[src/rtl/bird_collision_detect.sv]
// ============================================================================
// Module   : bird_collision_detect
// Brief    : Per-frame bird overlap detector with post-hit grace period.
// Revision : 1.0  initial release
// ============================================================================
`default_nettype none

module bird_collision_detect #(
    parameter int unsigned GRACE_FRAMES = 60
) (
    input  logic       clk,
    input  logic       resetN,
    input  logic       startOfFrame,
    input  logic       draw_bird,
    input  logic       draw_pipe,
    input  logic       draw_border,
    input  logic       game_over,
    output logic       collision,
    output logic       grace,
    output logic [7:0] hit_count
);

    localparam logic [7:0] c_grace_load = 8'(GRACE_FRAMES);
    localparam bit         c_grace_en   = (GRACE_FRAMES != 0);

    typedef enum logic [0:0] {
        ST_ARMED = 1'b0,
        ST_GRACE = 1'b1
    } state_t;

    state_t     state_q,     state_d;
    logic [7:0] grace_cnt_q, grace_cnt_d;
    logic       frame_hit_q, frame_hit_d;
    logic       collision_q, collision_d;
    logic       grace_q,     grace_d;
    logic [7:0] hit_count_q, hit_count_d;

    logic       w_overlap;

    assign w_overlap = draw_bird & (draw_pipe | draw_border);

    always_comb begin
        state_d     = state_q;
        grace_cnt_d = grace_cnt_q;
        hit_count_d = hit_count_q;
        collision_d = 1'b0;
        // An overlap on the frame's first pixel belongs to the new frame.
        frame_hit_d = w_overlap | (frame_hit_q & ~startOfFrame);

        if (game_over) begin
            frame_hit_d = 1'b0;
            state_d     = ST_ARMED;
            grace_cnt_d = 8'd0;
        end else if (startOfFrame) begin
            case (state_q)
                ST_ARMED: begin
                    if (frame_hit_q) begin
                        collision_d = 1'b1;
                        if (hit_count_q != 8'hFF) begin
                            hit_count_d = hit_count_q + 8'd1;
                        end
                        if (c_grace_en) begin
                            state_d     = ST_GRACE;
                            grace_cnt_d = c_grace_load;
                        end
                    end
                end
                ST_GRACE: begin
                    // Exiting discards the hit latched in the last grace frame.
                    if (grace_cnt_q <= 8'd1) begin
                        state_d     = ST_ARMED;
                        grace_cnt_d = 8'd0;
                    end else begin
                        grace_cnt_d = grace_cnt_q - 8'd1;
                    end
                end
                default: begin
                    state_d     = ST_ARMED;
                    grace_cnt_d = 8'd0;
                end
            endcase
        end

        grace_d = (state_d == ST_GRACE);
    end

    always_ff @(posedge clk or negedge resetN) begin
        if (!resetN) begin
            state_q     <= ST_ARMED;
            grace_cnt_q <= 8'd0;
            frame_hit_q <= 1'b0;
            collision_q <= 1'b0;
            grace_q     <= 1'b0;
            hit_count_q <= 8'd0;
        end else begin
            state_q     <= state_d;
            grace_cnt_q <= grace_cnt_d;
            frame_hit_q <= frame_hit_d;
            collision_q <= collision_d;
            grace_q     <= grace_d;
            hit_count_q <= hit_count_d;
        end
    end

    assign collision = collision_q;
    assign grace     = grace_q;
    assign hit_count = hit_count_q;

endmodule

`default_nettype wire

[config.mk]
export PLATFORM = sky130hd
export DESIGN_NAME = bird_collision_detect
export DESIGN_NICKNAME = d
export VERILOG_FILES = /design/src/rtl/bird_collision_detect.sv
export SDC_FILE = /design/constraint.sdc
export NUM_CORES = 1
export LEC_CHECK = 0
export CORE_MARGIN = 2
export CORE_UTILIZATION = 40
export CTS_CLUSTER_SIZE = 24
export DETAILED_ROUTE_END_ITERATION = 16
export PLACE_DENSITY = 0.61
export SLEW_MARGIN = 20
export SYNTH_ARGS = -nofsm -noshare
export SYNTH_HDL_FRONTEND = slang
export SYNTH_SLANG_ARGS = --single-unit
[constraint.sdc]
create_clock -name clk -period 2.55 [get_ports clk]
set_input_delay 0.765 -clock clk [delete_from_list [all_inputs] [get_ports clk]]
set_output_delay 0.765 -clock clk [all_outputs]
set_load 0.02 [all_outputs]
Word-level counts from Yosys, hierarchy flattened
Index checks and enable logic that the tools add are counted.
{"block": "classes", "n_reduce_logical": 3, "muxes": 14, "multipliers": 0, "n_eq_ne": 2, "n_addsub": 2, "magnitude_cmp": 1, "shift": 0, "bitwise": 7, "n_div": 0}
{"cell": "$mux 8", "n": 4}
{"cell": "$pmux 8 s2", "n": 1}
{"cell": "$add 8x1->8 const B", "n": 1}
{"cell": "$le 8x1->1 const B", "n": 1}
{"cell": "$mux 1", "n": 8}
{"cell": "$ne 8x8->1 const B", "n": 1}
{"cell": "$sub 8x1->8 const B", "n": 1}
{"cell": "$reduce_and 5->1", "n": 1}
{"cell": "$ne 3x3->1 const B", "n": 1}
{"cell": "$not 1->1", "n": 3}
{"cell": "$and 1x1->1", "n": 2}
{"cell": "$or 1x1->1", "n": 2}
{"cell": "$pmux 1 s2", "n": 1}
{"cell": "$reduce_and 2->1", "n": 1}
{"cell": "$reduce_bool 2->1", "n": 1}
{"block": "word_totals", "romBits": 0, "memories": 0, "reg_bits": 19, "inputBits": 7, "latch_bits": 0, "mem_bits_rw": 0, "output_inout_bits": 10}

Longest topological paths before layout
{"block": "logic_depth", "word_depth": 5, "depth_mapped": 6, "ltp_nobuf": 6}

Worst setup path after synthesis
No wires, ideal clock.
{"block": "synth_path", "path_type": "input-to-reg", "from": "in game_over", "to": "reg hit_count_q[1] (netlist: hit_count[1])", "slack_ps": 736, "setup_time_ps": 125, "required_ps": 2425, "arrival_ps": 1690, "path_stages": 4, "n_path_buf": 1, "path_cell_list": "clkbuf_2 -> and4bb_2 -> o21ai_0 -> mux2_2"}
{"block": "synth_between", "elab_chain_cells": 2}
{"element": "from (decl)", "line": "17", "source": "input logic game_over,"}
{"element": "$not 1->1 (no source line)"}
{"element": "$reduce_and 5->1 (no source line)"}
{"element": "to (signal assigned)", "line": "101", "source": "hit_count_q <= hit_count_d;"}
{"element": "to (decl)", "line": "36", "source": "logic [7:0] hit_count_q, hit_count_d;"}
No other way between the ends.
A chain may end at the register's enable or synchronous reset.

Worst setup path after layout
{"block": "layout_path", "from": "reg grace_q (netlist: grace)", "to": "out grace"}
{"element": "from (decl)", "line": "35", "source": "logic grace_q, grace_d;"}
{"element": "from (signal assigned)", "line": "100", "source": "grace_q <= grace_d;"}
{"element": "to (decl)", "line": "19", "source": "output logic grace,"}
No word-level cell between the ends.

==> metrics <==
status completed; final worst-path cycle share 89.0%; Boundary Pins 17; syn nets 108; WL/cell between 10 and 15 um; # nets final 128; most common cell after layout, fill and taps aside dfrtp_1; area of the mapped netlist 985 um^2; cell count after synthesis 98; Post-Route WL 1.99 mm; Rows 17; Vias per Instance 5.50; Peak VDD IR 0.479 mV; crit-path cells clkdlybuf4s50_1; Worst Max-Slew Pin Slew 0.451 ns; P_int 0.000498 W; final setup fails 0; post-route setup TNS 0 ns; Post-synth ARST share between 90% and 100%; relative slew slack 69.9%; number of global-route vias before repair just under 800; pwr/cell area between 600 and 700 nW/um^2; # DRC 0; Layout fillers around 230; Die Width 53.6 um; CTS buffer count 3; post-CTS setup buffers 0; crit path DAT 1.51 ns; total grt overflow 0; Buf+Inv Stages, Crit Path 1; crit path max-delay cell type clkdlybuf4s50_1; CP max stage delay 0.67 ns; Post-synth EDFFs 0; Comb pwr share 26.5%; Yosys reg bits 19; unrepaired setup endpoints after global routing no; Core Box Area between 2000 and 2500 um^2; max-slew violations 0; port bufs 16; drt first-iter violations 10; Max Cap Viol 0; Root Driver clkbuf_4; crit path time final 2.27 ns; Worst Hold Class reg2reg; Initial Util 43.3%; Total Routing Usage GR 17.0%; Largest delay share family, worst path buffers and inverters; CTS tree built; Max Clock Freq 0.440 GHz; Critical Path End Type primary output; Post-CTS Resized 0; TritonRoute pass-1 iters 4; Worst setup SP type register; CP Max Fanout 10; Die Area 2870 um^2; hold_buf cts 0; met2 capacity usage during global routing between 30% and 40%; sequential cell area fraction in the yosys report 48.3%; GP Congestion 0.902; net switching fraction of the power approximately 33%; YS warnings 0; Req. time, crit path approximately 1.8 ns; Clock power frac 21.0%; count of different cell masters after synthesis 35; Hold Vio Cnt, Final 0; H-tree depth 1; final clock skew 0.00581 ns; largest net degree at the start of global routing 20; GRT Max-Usage Layer met2; CP Class reg2out; Clock Latency Late Sink 0.30 ns; die height 53.6 um; Layout area overhead 22.0%; most frequent cells in the layout dfrtp_1 (19), clkdlybuf4s50_1 (16), nor2_1 (12); P_leak 0.492 nW; met3 Resource Use GR 5.83%; Max Buffers Root-to-Sink 2; final non-filler cell total 145; CTS sink count 19; dpl hpwl 1.49 mm; antenna violations before repair 0; DP Cell Count 141; Synth Flop Type dfrtp_1; share of layout cells above drive strength 1 8.55%; via count about 800; Ant. Diodes 0; syn_area_per_cell 10.0 um^2; CTS clk-pin slew, worst paths around 0.11 ns; antenna viol nets, final 0; Min Hold Slack 0.503 ns; GR met1 Demand/Resource 19.2%; P_sw 0.000245 W; Sequential Power Share 52.4%; first-pass GRT wire length 3.46 mm
-- cell families after synthesis --
logic type | share of synthesized area (%)
buffers and inverters | 3.18
XOR/XNOR | 5.34
flip-flops | 48.3
AND/OR/NAND/NOR | 22.2
adder cells (fa/ha/maj) | 3.81
AO/OA/AOI/OAI | 16.0
multiplexers | 1.14
-- synthesized netlist by cell type, types with 2 or more instances --
master	instances	area, um^2
nor2_1	12	45.0
nand3_1	3	15.0
xnor2_1	4	35.0
nand2_1	9	33.8
a21oi_1	3	15.0
inv_1	3	11.3
o211ai_1	4	30.0
nand4_1	3	18.8
nor3b_1	3	22.5
a211oi_1	3	22.5
xor2_1	2	17.5
ha_1	3	37.5
dfrtp_1	19	475
o21ai_0	6	30.0
-- path summary, 6_finish.rpt --
path / start / end / slack [ns] / cells past startpoint
min in group asynchronous: resetN / grace_cnt_q[3] / 0.77 / 2
hold reg to reg: hit_count[7] / hit_count[7] / 0.50 / 1
setup / recovery: grace / grace / 0.28 / 1
setup reg to reg: grace_cnt_q[0] / grace_cnt_q[6] / 0.62 / 6
max in group asynchronous: resetN / hit_count[6] / 1.57 / 2
hold / removal: hit_count[7] / hit_count[7] / 0.50 / 1
-- final cells by class --
type / instances / area (um^2) / area share [%]
repair buffers: 18 / 175 / 14.6
multi-input cells: 73 / 478 / 39.8
clock buffers: 4 / 26.3 / 2.19
well taps: 28 / 35.0 / 2.92
flip-flops and latches: 19 / 475 / 39.6
inverters: 3 / 11.3 / 0.938
-- power groups by stage --
stage               Clock [W]  Combinational [W]  Sequential [W]
finish               0.000156           0.000197        0.000390
floorplan                   0          0.0000871        0.000414
CTS                  0.000163           0.000200        0.000391
detailed placement          0           0.000200        0.000394
global placement            0           0.000198        0.000395
global route         0.000175           0.000219        0.000400
-- metal layers --
| metal | share of wire, % | up-vias | wire length [um] |
|---|---|---|---|
| li1 | - | 395 | - |
| met1 | 44 | 387 | 883 |
| met2 | 51 | 13 | 1020 |
| met3 | 3.5 | 2 | 70 |
| met4 | 0.70 | 0 | 14 |
| met5 | 0 | - | 0 |
-- through the flow --
step	total power [W]	instance area, um^2	utilization [%]	setup slack, ns
2_1_floorplan	0.000502	985	-	0.736
3_3_place_gp	0.000593	1170	51.6	0.240
4_1_cts	0.000754	1200	52.8	0.261
5_1_grt	0.000794	1200	52.8	0.212
6_report	0.000744	1200	52.8	0.280
3_5_place_dp	0.000594	1170	51.6	0.221
-- sequential cells by signal (all words and copies together), names as in the netlist --
name / cells
grace_cnt_q: 8
grace: 1
frame_hit_q: 1
hit_count: 8
collision: 1
Note: power is estimated with default switching activity, not from simulation.
